File: src/rtl/wb_arbiter_2m.sv
// wb_arbiter_2m: two-master round-robin Wishbone arbiter with cycle-locked grants and a stall timeout
module wb_arbiter_2m #(
  parameter int AW      = 32,
  parameter int DW      = 32,
  parameter int TIMEOUT = 255
) (
  input  logic            clk,
  input  logic            rst,
  input  logic            m0_cyc_i,
  input  logic            m0_stb_i,
  input  logic            m0_we_i,
  input  logic [AW-1:0]   m0_addr_i,
  input  logic [DW-1:0]   m0_wdata_i,
  input  logic [DW/8-1:0] m0_sel_i,
  output logic [DW-1:0]   m0_rdata_o,
  output logic            m0_ack_o,
  output logic            m0_err_o,
  input  logic            m1_cyc_i,
  input  logic            m1_stb_i,
  input  logic            m1_we_i,
  input  logic [AW-1:0]   m1_addr_i,
  input  logic [DW-1:0]   m1_wdata_i,
  input  logic [DW/8-1:0] m1_sel_i,
  output logic [DW-1:0]   m1_rdata_o,
  output logic            m1_ack_o,
  output logic            m1_err_o,
  output logic            s_cyc_o,
  output logic            s_stb_o,
  output logic            s_we_o,
  output logic [AW-1:0]   s_addr_o,
  output logic [DW-1:0]   s_wdata_o,
  output logic [DW/8-1:0] s_sel_o,
  input  logic [DW-1:0]   s_rdata_i,
  input  logic            s_ack_i,
  output logic [1:0]      gnt_o
);
  typedef enum logic [1:0] {IDLE, BUSY, ABORT} state_t;
  localparam logic [7:0] TO_LAST = 8'(TIMEOUT - 1);
  localparam bit TO_EN = TIMEOUT != 0;
  state_t r_state, w_next;
  logic r_last, r_err;
  logic [1:0] r_gnt, w_req;
  logic [7:0] r_cnt, w_cnt;
  logic w_pick, w_cyc, w_stb, w_we, w_busy, w_abort, w_stall, w_to;
  logic [AW-1:0] w_addr;
  logic [DW-1:0] w_wdata;
  logic [DW/8-1:0] w_sel;
  assign w_req   = {m1_cyc_i & m1_stb_i, m0_cyc_i & m0_stb_i};
  assign w_pick  = &w_req ? ~r_last : w_req[1];
  // r_last doubles as the owner select while BUSY/ABORT
  assign w_cyc   = r_last ? m1_cyc_i   : m0_cyc_i;
  assign w_stb   = r_last ? m1_stb_i   : m0_stb_i;
  assign w_we    = r_last ? m1_we_i    : m0_we_i;
  assign w_addr  = r_last ? m1_addr_i  : m0_addr_i;
  assign w_wdata = r_last ? m1_wdata_i : m0_wdata_i;
  assign w_sel   = r_last ? m1_sel_i   : m0_sel_i;
  assign w_busy  = r_state == BUSY;
  assign w_abort = r_state == ABORT;
  assign w_stall = w_stb & ~s_ack_i;
  assign w_to    = TO_EN && w_stall && r_cnt == TO_LAST;
  always_comb begin
    w_next = r_state;
    w_cnt  = 8'd0;
    case (r_state)
      IDLE: if (|w_req) w_next = BUSY;
      BUSY: begin
        if (!w_cyc) w_next = IDLE;
        else if (w_to) w_next = ABORT;
        if (TO_EN && w_stall) w_cnt = r_cnt == 8'hFF ? r_cnt : r_cnt + 8'd1;
      end
      default: if (!w_cyc) w_next = IDLE;
    endcase
  end
  // Slave port is only driven in BUSY, so IDLE gives the dead cycle between owners
  assign s_cyc_o    = w_busy & w_cyc;
  assign s_stb_o    = w_busy & w_stb;
  assign s_we_o     = w_busy & w_we;
  assign s_addr_o   = w_busy ? w_addr  : '0;
  assign s_wdata_o  = w_busy ? w_wdata : '0;
  assign s_sel_o    = w_busy ? w_sel   : '0;
  assign m0_ack_o   = w_busy & ~r_last & s_ack_i;
  assign m1_ack_o   = w_busy &  r_last & s_ack_i;
  assign m0_rdata_o = (w_busy & ~r_last) ? s_rdata_i : '0;
  assign m1_rdata_o = (w_busy &  r_last) ? s_rdata_i : '0;
  assign m0_err_o   = w_abort & r_err & ~r_last;
  assign m1_err_o   = w_abort & r_err &  r_last;
  assign gnt_o      = r_gnt;
  always_ff @(posedge clk or posedge rst) begin
    if (rst) begin
      r_state <= IDLE;
      r_last  <= 1'b1;
      r_gnt   <= 2'b00;
      r_cnt   <= 8'd0;
      r_err   <= 1'b0;
    end else begin
      r_state <= w_next;
      r_cnt   <= w_cnt;
      r_err   <= w_busy && w_next == ABORT;
      if (r_state == IDLE && |w_req) begin
        r_last <= w_pick;
        r_gnt  <= w_pick ? 2'b10 : 2'b01;
      end else if (w_next == IDLE) r_gnt <= 2'b00;
    end
  end
endmodule

File: config.mk
export PLATFORM = sky130hd
export DESIGN_NAME = wb_arbiter_2m
export DESIGN_NICKNAME = d
export VERILOG_FILES = /design/src/rtl/wb_arbiter_2m.sv
export SDC_FILE = /design/constraint.sdc
export NUM_CORES = 1
export LEC_CHECK = 0
export ABC_AREA = 1
export CORE_AREA = 5 5 122 124
export CTS_BUF_LIST = sky130_fd_sc_hd__clkbuf_2
export CTS_CLUSTER_SIZE = 24
export DETAILED_ROUTE_END_ITERATION = 8
export DIE_AREA = 0 0 127 129
export GPL_TIMING_DRIVEN = 0
export PLACE_DENSITY = 0.62
export SYNTH_ARGS = -nofsm -noshare
export SYNTH_HDL_FRONTEND = slang
export SYNTH_SLANG_ARGS = --single-unit
File: constraint.sdc
create_clock -name clk -period 1.4 [get_ports clk]
set_input_delay 0.28 -clock clk [delete_from_list [all_inputs] [get_ports clk]]
set_output_delay 0.28 -clock clk [all_outputs]
set_load 0.02 [all_outputs]
==> run_results.csv, run 1 <==
group,metric,value,unit
run_status,status,"complete, but fails checks",
run_status,violations,"negative setup slack",
clock_network,cts_inserted_buffers,3,
drt,drtIter0Drc,67,
grt,grt_max_degree,15,
die,die_area,16400,sq um
synth,netlist_area,2200,sq um
synth,synth_cells,451,
setup_path,cp.arrival,1.65,ns
setup_path,cp_max_fo,10,
finish,drive_gt1_frac,0.481,
die,core_area,13700,sq um
timing,worst_pin_slew,0.577,ns
clock_network,cts_tree,"done",
die,initial_core_util,0.161,
clock_network,htreeDepth,1,
place,gp_congestion,0.891,
place,dpl_worst_slack,-1.02,ns
setup_path,worst_r2r_path_depth,8,
grt,grt_pass1_vias,4362,
die,die_h,129,um
grt,grt_usage,0.177,
finish,nNetsFinal,972,
finish,final_common_cell,"clkdlybuf4s50_1",
grt,grt_remaining_overflow,0,
drt,via_count,4184,
place,numPortBuffers,317,
finish,utilization,0.523,
timing,drv_slew,0,
place,dp.final_hpwl,13600,um
setup_path,start_kind,"flip-flop",
timing,finalClockSkew,0.0182,ns
drt,wl_per_cell,16.7,um
timing,finalSetupViolCount,147,
drt,drt-total-wl,16300,um
synth,synth-seq-area-share,0.160,
timing,max-slew-margin-rel,0.615,
synth,ys_ff_latch,14,
clock_network,root_buffer,"clkbuf_2",
min_path,hold_path_class,"input port to async pin",
timing,period_needed,1.93,ns
synth,synth_fp_nets,630,
die,ios,318,
clock_network,clk_latency,0.30,ns
grt,grt_pass1_wl,23200,um
grt,antenna_found_initial,1,
timing,hold_viol_final,0,
setup_path,r2r_end,"r_cnt[2]",
setup_path,rr_startpoint,"r_last",
job,drv_cap,0,
setup_path,required,1.12,ns
place,placed_cells,948,
die,rows,43,
power,vdd_ir_drop_max,0.814,mV
finish,final_cell_mix,"clkdlybuf4s50_1, nand2_1, buf_4",
power,leakage,0.00308,uW
power,powerDensity,1260,nW/um^2
setup_path,rrSetupSlack,-0.15,ns
setup_path,crit_type,"flip-flop to primary output",
clock_network,cts_buffer_depth,2,
finish,diodes,0,
synth,ys_types,22,
die,die_w,127,um
drt,antenna_left,0,
synth,yosysWarnings,0,
timing,clock.fmax,518,MHz
clock_network,cts.sinks,14,
timing,worst_slack,-0.530,ns
drt,via_per_inst,4.30,
finish,fin_cells,972,
finish,fillers,1306,
timing,hold_slack,0.309,ns
drt,firstDrtPassIters,4,
timing,post-route-period-util,1.38,
setup_path,crit_path_end_kind,"primary output",
timing,rsz0062_at_grt,"true",
finish,area_delta_synth_final,225,%
clock_network,path_clk_slew,0.16,ns
synth,syn-mean-instance-area,4.87,sq um
drt,drc,0,
-- how the worst max path moves through the flow --
stage / from / end / slack, ns / depth (start not counted)
6_report: r_last / s_wdata_o[29] / -0.53 / 5
5_1_grt: r_last / s_wdata_o[29] / -0.61 / 5
4_1_cts: r_last / s_wdata_o[29] / -0.57 / 5
3_5_place_dp: r_last / s_wdata_o[29] / -1.02 / 5
3_3_place_gp: r_last / s_wdata_o[29] / -1.03 / 5
2_1_floorplan: r_last / m1_rdata_o[28] / -0.14 / 4
-- routing by layer --
metal	up-vias	GRT usage	wire [um]
met5	-	0	13
met4	2	0.0271	112
met3	9	0.0506	1410
met2	211	0.348	8870
met1	1890	0.189	5850
li1	2072	-	-
-- synth_stat cells --
master    count  area, sq um
nand2_1     168          631
nor2_1       82          308
a21oi_1      71          355
inv_1        50          188
buf_2        20          100
dfrtp_1      13          325
nand3_1      10         50.1
o21ai_0       8         40.0
clkbuf_1      7         26.3
nand4_1       4         25.0
inv_2         3         11.3
ha_1          2         25.0
nand2_2       2         12.5
nor2_2        2         12.5
nor2_4        2         22.5
a21o_1        1         7.51
buf_4         1         7.51
dfstp_2       1         26.3
nor3_1        1         5.00
o21ai_1       1         5.00
o22ai_1       1         6.26
xnor2_1       1         8.76
-- flip-flops by register name (all words and copies together), names as in the netlist --
register	count
r_cnt	8
gnt_o	2
r_state	2
r_last	1
r_err	1
-- layout make-up --
cell class | count | area (sq um) | area share
plain buffers | 28 | 420 | 0.0589
clock buffers | 3 | 15.0 | 0.00210
clock inverters | 1 | 3.75 | 0.000525
inverters | 53 | 216 | 0.0303
multi-input cells | 357 | 2710 | 0.379
flip-flops and latches | 14 | 353 | 0.0494
well taps | 180 | 225 | 0.0315
repair buffers | 335 | 3200 | 0.448
repair inverters | 1 | 6.26 | 0.000876
-- cell families (layout without fill, tap and decap cells) --
group	count (synthesis)	in the layout	share of synthesized area
AOI/OAI and AO/OA	82	82	0.188
buffers and inverters	81	421	0.151
DFF	14	14	0.160
adders and majority gates	2	2	0.0114
and+or+nand+nor	271	272	0.485
xor gates and xnor gates	1	1	0.00398
-- where the power goes --
part	total (uW)	internal, uW	switching (uW)	leakage, uW
combinational	8310	3760	4560	0.00288
clock	210	62.0	148	0.0000140
sequential	484	446	37.9	0.000187
total	9010	4270	4740	0.00308
-- through the flow --
step	TNS (ns)	area [sq um]	power, uW
final	-63.07	7140	9010
after global routing	-74.23	7140	9510
after CTS	-67.05	6730	8190
after detailed placement	-107.86	6630	7640
after global placement	-106.27	6630	7590
after floorplan	-4.65	3230	4700
-- critical path, stage by stage (launching register included) --
cell	delay, ns
dfstp_2	0.63
buf_12	0.16
buf_6	0.16
nand2_1	0.09
a21oi_4	0.17
buf_6	0.15
-- timing repair --
item / CTS / global route
hold buffers: 0 / 0
pin swaps: 1 / 10
gates resized for setup: 709 / 187
cloned: 0 / 6
setup buffers: 7 / 7
endpoints found under the setup margin: 144 / 154
(Power assumes the default switching activity.)
==> run 2, diff against run 1 <==
--- a/config.mk
+++ b/config.mk
@@ -11,7 +11,7 @@
 export CTS_CLUSTER_SIZE = 24
 export DETAILED_ROUTE_END_ITERATION = 8
 export DIE_AREA = 0 0 127 129
-export GPL_TIMING_DRIVEN = 0
+export GPL_TIMING_DRIVEN = 1
 export PLACE_DENSITY = 0.62
 export SYNTH_ARGS = -nofsm -noshare
 export SYNTH_HDL_FRONTEND = slang
==> run_results.csv, run 2 (same netlist as run 1, synthesis figures left out) <==
group,metric,value,unit
run_status,status,"complete, but fails checks",
run_status,violations,"negative setup slack",
setup_path,rr_startpoint,"r_last",
grt,grt_remaining_overflow,0,
grt,antenna_found_initial,0,
drt,drc,0,
clock_network,cts_buffer_depth,2,
clock_network,cts.sinks,14,
die,die_area,16400,sq um
setup_path,rrSetupSlack,-0.17,ns
finish,area_delta_synth_final,248,%
setup_path,cp_cell_sequence,"inv_4 -> nand2_4 -> buf_12 -> buf_12 -> buf_6 -> nor2_2 -> buf_6",
power,powerDensity,1300,nW/um^2
die,core_area,13700,sq um
clock_network,clk_latency,0.27,ns
setup_path,required,1.12,ns
power,power.switching,4990,uW
place,gp_congestion,0.894,
min_path,hold_path_class,"input port to async pin",
die,rows,43,
clock_network,cts_tree,"done",
timing,worst_pin_slew,0.264,ns
power,power.internal,4980,uW
timing,hold_viol_final,0,
power,total_power,9960,uW
setup_path,crit_path_end_kind,"primary output",
clock_network,cts_inserted_buffers,3,
drt,antenna_left,0,
setup_path,cp_slowest_cell,"dfstp_2",
timing,hold_slack,0.287,ns
finish,regMostFlops,"r_cnt",
power,leakage,0.00330,uW
finish,diodes,0,
drt,via_per_inst,4.34,
die,ios,318,
drt,drt-total-wl,16500,um
drt,drtIter0Drc,206,
timing,max-slew-margin-rel,0.823,
grt,grt_max_degree,38,
timing,finalClockSkew,0.00487,ns
power,p_clk_frac,0.019,
finish,final_common_cell,"clkdlybuf4s50_1",
power,power_frac_seq,0.050,
timing,tns,-64.95,ns
power,vdd_ir_drop_max,0.679,mV
die,die_w,127,um
finish,largest_reg_flops,8,
timing,rsz0062_at_grt,"true",
timing,post-route-period-util,1.38,
clock_network,hold_buffers,0,
clock_network,root_buffer,"clkbuf_2",
timing,worst_slack,-0.537,ns
die,die_h,129,um
die,initial_core_util,0.161,
setup_path,slowest_delay,0.65,ns
timing,clock.fmax,516,MHz
setup_path,worst_r2r_path_depth,7,
setup_path,r2r_end,"r_cnt[0]",
place,dp.final_hpwl,12900,um
clock_network,htreeDepth,1,
drt,via_count,4308,
grt,grt_pass1_vias,4528,
setup_path,cp.arrival,1.66,ns
finish,fillers,1260,
grt,grt_usage,0.176,
job,drv_cap,0,
grt,grt_pass1_wl,23400,um
finish,multi_input_area,2740,sq um
place,dpl_worst_slack,-0.960,ns
setup_path,start_kind,"flip-flop",
power,pwr-share-comb,0.931,
finish,nNetsFinal,993,
drt,firstDrtPassIters,4,
timing,period_needed,1.94,ns
setup_path,crit_type,"flip-flop to primary output",
drt,wl_per_cell,16.6,um
clock_network,path_clk_slew,0.14,ns
setup_path,cp_max_fo,8,
finish,final_cell_mix,"clkdlybuf4s50_1, nand2_1, buf_4",
finish,drive_gt1_frac,0.497,
finish,seq_area,352,sq um
place,numPortBuffers,317,
timing,drv_slew,0,
power,switching_share,0.500,
timing,finalSetupViolCount,150,
==> run 2: cell count changes in the layout (fill, tap and decap cells not counted), moves of 3 or more <==
| cell | delta |
|---|---|
| buf_6 | +26 |
| buf_4 | -18 |
| buf_12 | +8 |
| nand2_1 | -7 |
| nand2_4 | +6 |
| a21oi_2 | -5 |
| buf_16 | +4 |
| nor2_2 | -4 |
| nor2_4 | +4 |
| a21oi_4 | +3 |
==> run 2: per-stage QoR <==
stage	instances	util	area (sq um)
floorplan	451	-	3230
global placement	958	0.508	6940
detailed placement	958	0.508	6940
CTS	983	0.525	7170
global route	993	0.560	7650
finish	993	0.560	7650
==> run 2: power groups by stage <==
stage	registers [uW]	clock network, uW	logic (uW)
CTS	493	200	8590
global placement	509	0	7730
floorplan	495	0	4210
finish	497	190	9280
global route	505	217	9790
detailed placement	508	0	7790
==> run 2: repair_timing <==
action / in CTS / in global routing
pin swaps: 8 / 4
setup buffers: 16 / 4
setup endpoints to repair: 151 / 153
resized for setup: 741 / 120
gates cloned: 5 / 7
==> run 2: final cells by class <==
| type | instances | share of cell area |
|---|---|---|
| Timing Repair Buffer | 385 | 0.534 |
| Multi-Input combinational cell | 356 | 0.359 |
| Sequential cell | 14 | 0.0460 |
| Tap cell | 180 | 0.0295 |
| Inverter | 53 | 0.0285 |
| Clock buffer | 3 | 0.00196 |
| Timing Repair inverter | 1 | 0.00115 |
| Clock inverter | 1 | 0.000491 |
==> run 2: critical path, delay by kind of cell (launching register included) <==
family,cells,cell delay (ns)
DFF,1,0.65
buffers and inverters,5,0.60
and+or+nand+nor,2,0.13
==> run 2: worst max path at each step <==
stage	startpoint	end	slack [ns]	cells after the start
2_1_floorplan	r_last	m1_rdata_o[28]	-0.14	4
3_3_place_gp	m0_cyc_i	s_cyc_o	-0.92	6
3_5_place_dp	m0_cyc_i	s_cyc_o	-0.96	6
4_1_cts	r_last	s_addr_o[18]	-0.60	5
5_1_grt	r_last	m0_rdata_o[13]	-0.62	7
6_report	r_last	m0_rdata_o[13]	-0.54	7
==> run 2: layer usage <==
metal  track usage  vias to the layer above  routed length [um]
li1              -                     2112                   -
met1         0.193                     1959                5960
met2         0.337                      219                8690
met3        0.0469                       18                1540
met4        0.0353                        0                 314
met5             0                        -                   0
==> run 3, diff against run 2 <==
==> constraint.sdc (replaced) <==
create_clock -name clk -period 2 [get_ports clk]
set_input_delay 0.4 -clock clk [delete_from_list [all_inputs] [get_ports clk]]
set_output_delay 0.4 -clock clk [all_outputs]
set_load 0.02 [all_outputs]
==> run_results.csv, run 3 (same netlist as run 1, synthesis figures left out) <==
group,metric,value,unit
clock_network,hold_buffers,0,
power,power.switching,3350,uW
die,die_area,16400,sq um
finish,multi_input_area,2400,sq um
drt,via_per_inst,4.26,
clock_network,cts_inserted_buffers,3,
setup_path,cp_common_cell,"buf_12",
finish,nNetsFinal,989,
timing,worst_pin_slew,0.570,ns
timing,period_needed,2.07,ns
drt,drc,0,
clock_network,cts.sinks,14,
grt,grt_max_degree,36,
power,total_power,6830,uW
place,numPortBuffers,317,
finish,diodes,0,
place,placed_cell_area,5810,sq um
place,dpl_worst_slack,-0.380,ns
power,vdd_ir_drop_max,0.431,mV
run_status,status,"complete, but fails checks",
timing,finalClockSkew,0.00516,ns
die,rows,43,
timing,max-slew-margin-rel,0.620,
drt,wl_per_cell,17.2,um
timing,hold_viol_final,0,
clock_network,root_buffer,"clkbuf_2",
die,die_w,127,um
finish,seq_area,352,sq um
timing,worst_slack,-0.0742,ns
setup_path,cp_cell_sequence,"buf_12 -> buf_12 -> buf_12 -> nand2_4 -> a21oi_4 -> buf_6",
die,core_area,13700,sq um
die,initial_core_util,0.161,
setup_path,rr_startpoint,"r_last",
power,power_frac_seq,0.049,
clock_network,htreeDepth,1,
job,drv_cap,0,
setup_path,cp_slowest_cell,"dfstp_2",
setup_path,start_kind,"flip-flop",
setup_path,required,1.60,ns
grt,grt_remaining_overflow,0,
drt,antenna_left,0,
finish,fin_cells,989,
run_status,violations,"negative setup slack",
finish,fillers,1276,
die,ios,318,
drt,drt-total-wl,17000,um
finish,final_cell_area,7430,sq um
setup_path,cp_max_fo,6,
timing,finalSetupViolCount,63,
drt,firstDrtPassIters,4,
min_path,hold_path_class,"input port to async pin",
finish,utilization,0.544,
clock_network,cts_buffer_depth,2,
die,die_h,129,um
setup_path,crit_type,"flip-flop to primary output",
power,p_clk_frac,0.021,
clock_network,cts_tree,"done",
power,leakage,0.00347,uW
timing,clock.fmax,482,MHz
grt,grt_pass1_wl,22500,um
place,placed_cells,953,
grt,grt_usage,0.171,
finish,largest_reg_flops,8,
place,dp.final_hpwl,11300,um
timing,post-route-period-util,1.04,
finish,final_cell_mix,"clkdlybuf4s50_1, nand2_1, buf_6",
grt,grt_pass1_vias,3910,
setup_path,cp.arrival,1.67,ns
power,powerDensity,919,nW/um^2
finish,drive_gt1_frac,0.482,
power,pwr-share-comb,0.930,
timing,drv_slew,0,
place,gp_congestion,0.789,
finish,regMostFlops,"r_cnt",
timing,rsz0062_at_grt,"true",
drt,drtIter0Drc,139,
power,power.internal,3480,uW
setup_path,crit_path_end_kind,"primary output",
grt,antenna_found_initial,0,
drt,via_count,4216,
clock_network,path_clk_slew,0.14,ns
power,switching_share,0.491,
setup_path,crit_start,"r_last",
finish,area_delta_synth_final,238,%
finish,final_common_cell,"clkdlybuf4s50_1",
clock_network,clk_latency,0.29,ns
setup_path,slowest_delay,0.60,ns
==> run 3: cell count changes in the layout (fill, tap and decap cells not counted), sizes merged <==
cell and delta:
inv -1, buf -3, clkbuf +1, clkdlybuf4s15 -3, clkdlybuf4s50 +2
==> run 3: timing repair <==
action,4_1_cts,5_1_grt
cloned,10,9
hold endpoints to repair,0,0
buffers inserted,12,4
endpoints found under the setup margin,139,138
pin swaps,26,46
gates resized for setup,716,347
==> run 3: final cells by class <==
cell class,instances,share of cell area
tap,180,0.0303
clock inverter,1,0.000505
multi-input combinational,356,0.323
timing repair buffer,382,0.568
inverter,53,0.0295
clock buffer,3,0.00202
sequential,14,0.0473
==> run 3: power by group through the flow <==
stage,sequential [uW],combinational [uW],clock (uW)
after floorplan,347,1920,0
after global placement,354,4210,0
after detailed placement,352,4200,0
after CTS,335,4880,144
after global routing,341,6680,156
final,335,6350,142
==> run 3: per-stage QoR <==
stage | TNS (ns) | hold slack (ns)
after floorplan | 0 | 0.289
after global placement | -16.20 | 0.529
after detailed placement | -15.91 | 0.530
after CTS | -2.52 | 0.448
after global routing | -10.14 | 0.496
final | -1.87 | 0.439
==> run 3: path summary, 6_finish.rpt <==
path / cells past startpoint / slack [ns] / to
min in group clk: 2 / 0.56 / gnt_o[0]
setup / recovery: 6 / -0.07 / s_wdata_o[1]
setup reg to reg: 11 / 0.22 / r_cnt[0]
hold / removal: 2 / 0.44 / gnt_o[1]
max in group asynchronous: 2 / 1.19 / r_cnt[0]
hold reg to reg: 2 / 0.56 / gnt_o[0]
==> run 3: worst max-delay path, delay by kind of cell, from the launching register on <==
| kind | cells | cell delay, ns |
|---|---|---|
| DFF | 1 | 0.60 |
| buffers and inverters | 4 | 0.54 |
| AOI/OAI and AO/OA | 1 | 0.16 |
| and+or+nand+nor | 1 | 0.06 |
==> run 3: metal layers <==
| metal | global-route usage | vias to the layer above | part of all wire |
|---|---|---|---|
| met5 | 0 | - | 0 |
| met4 | 0.0278 | 0 | 0.012 |
| met3 | 0.0332 | 17 | 0.073 |
| met2 | 0.306 | 181 | 0.53 |
| met1 | 0.216 | 1907 | 0.39 |
| li1 | - | 2111 | - |
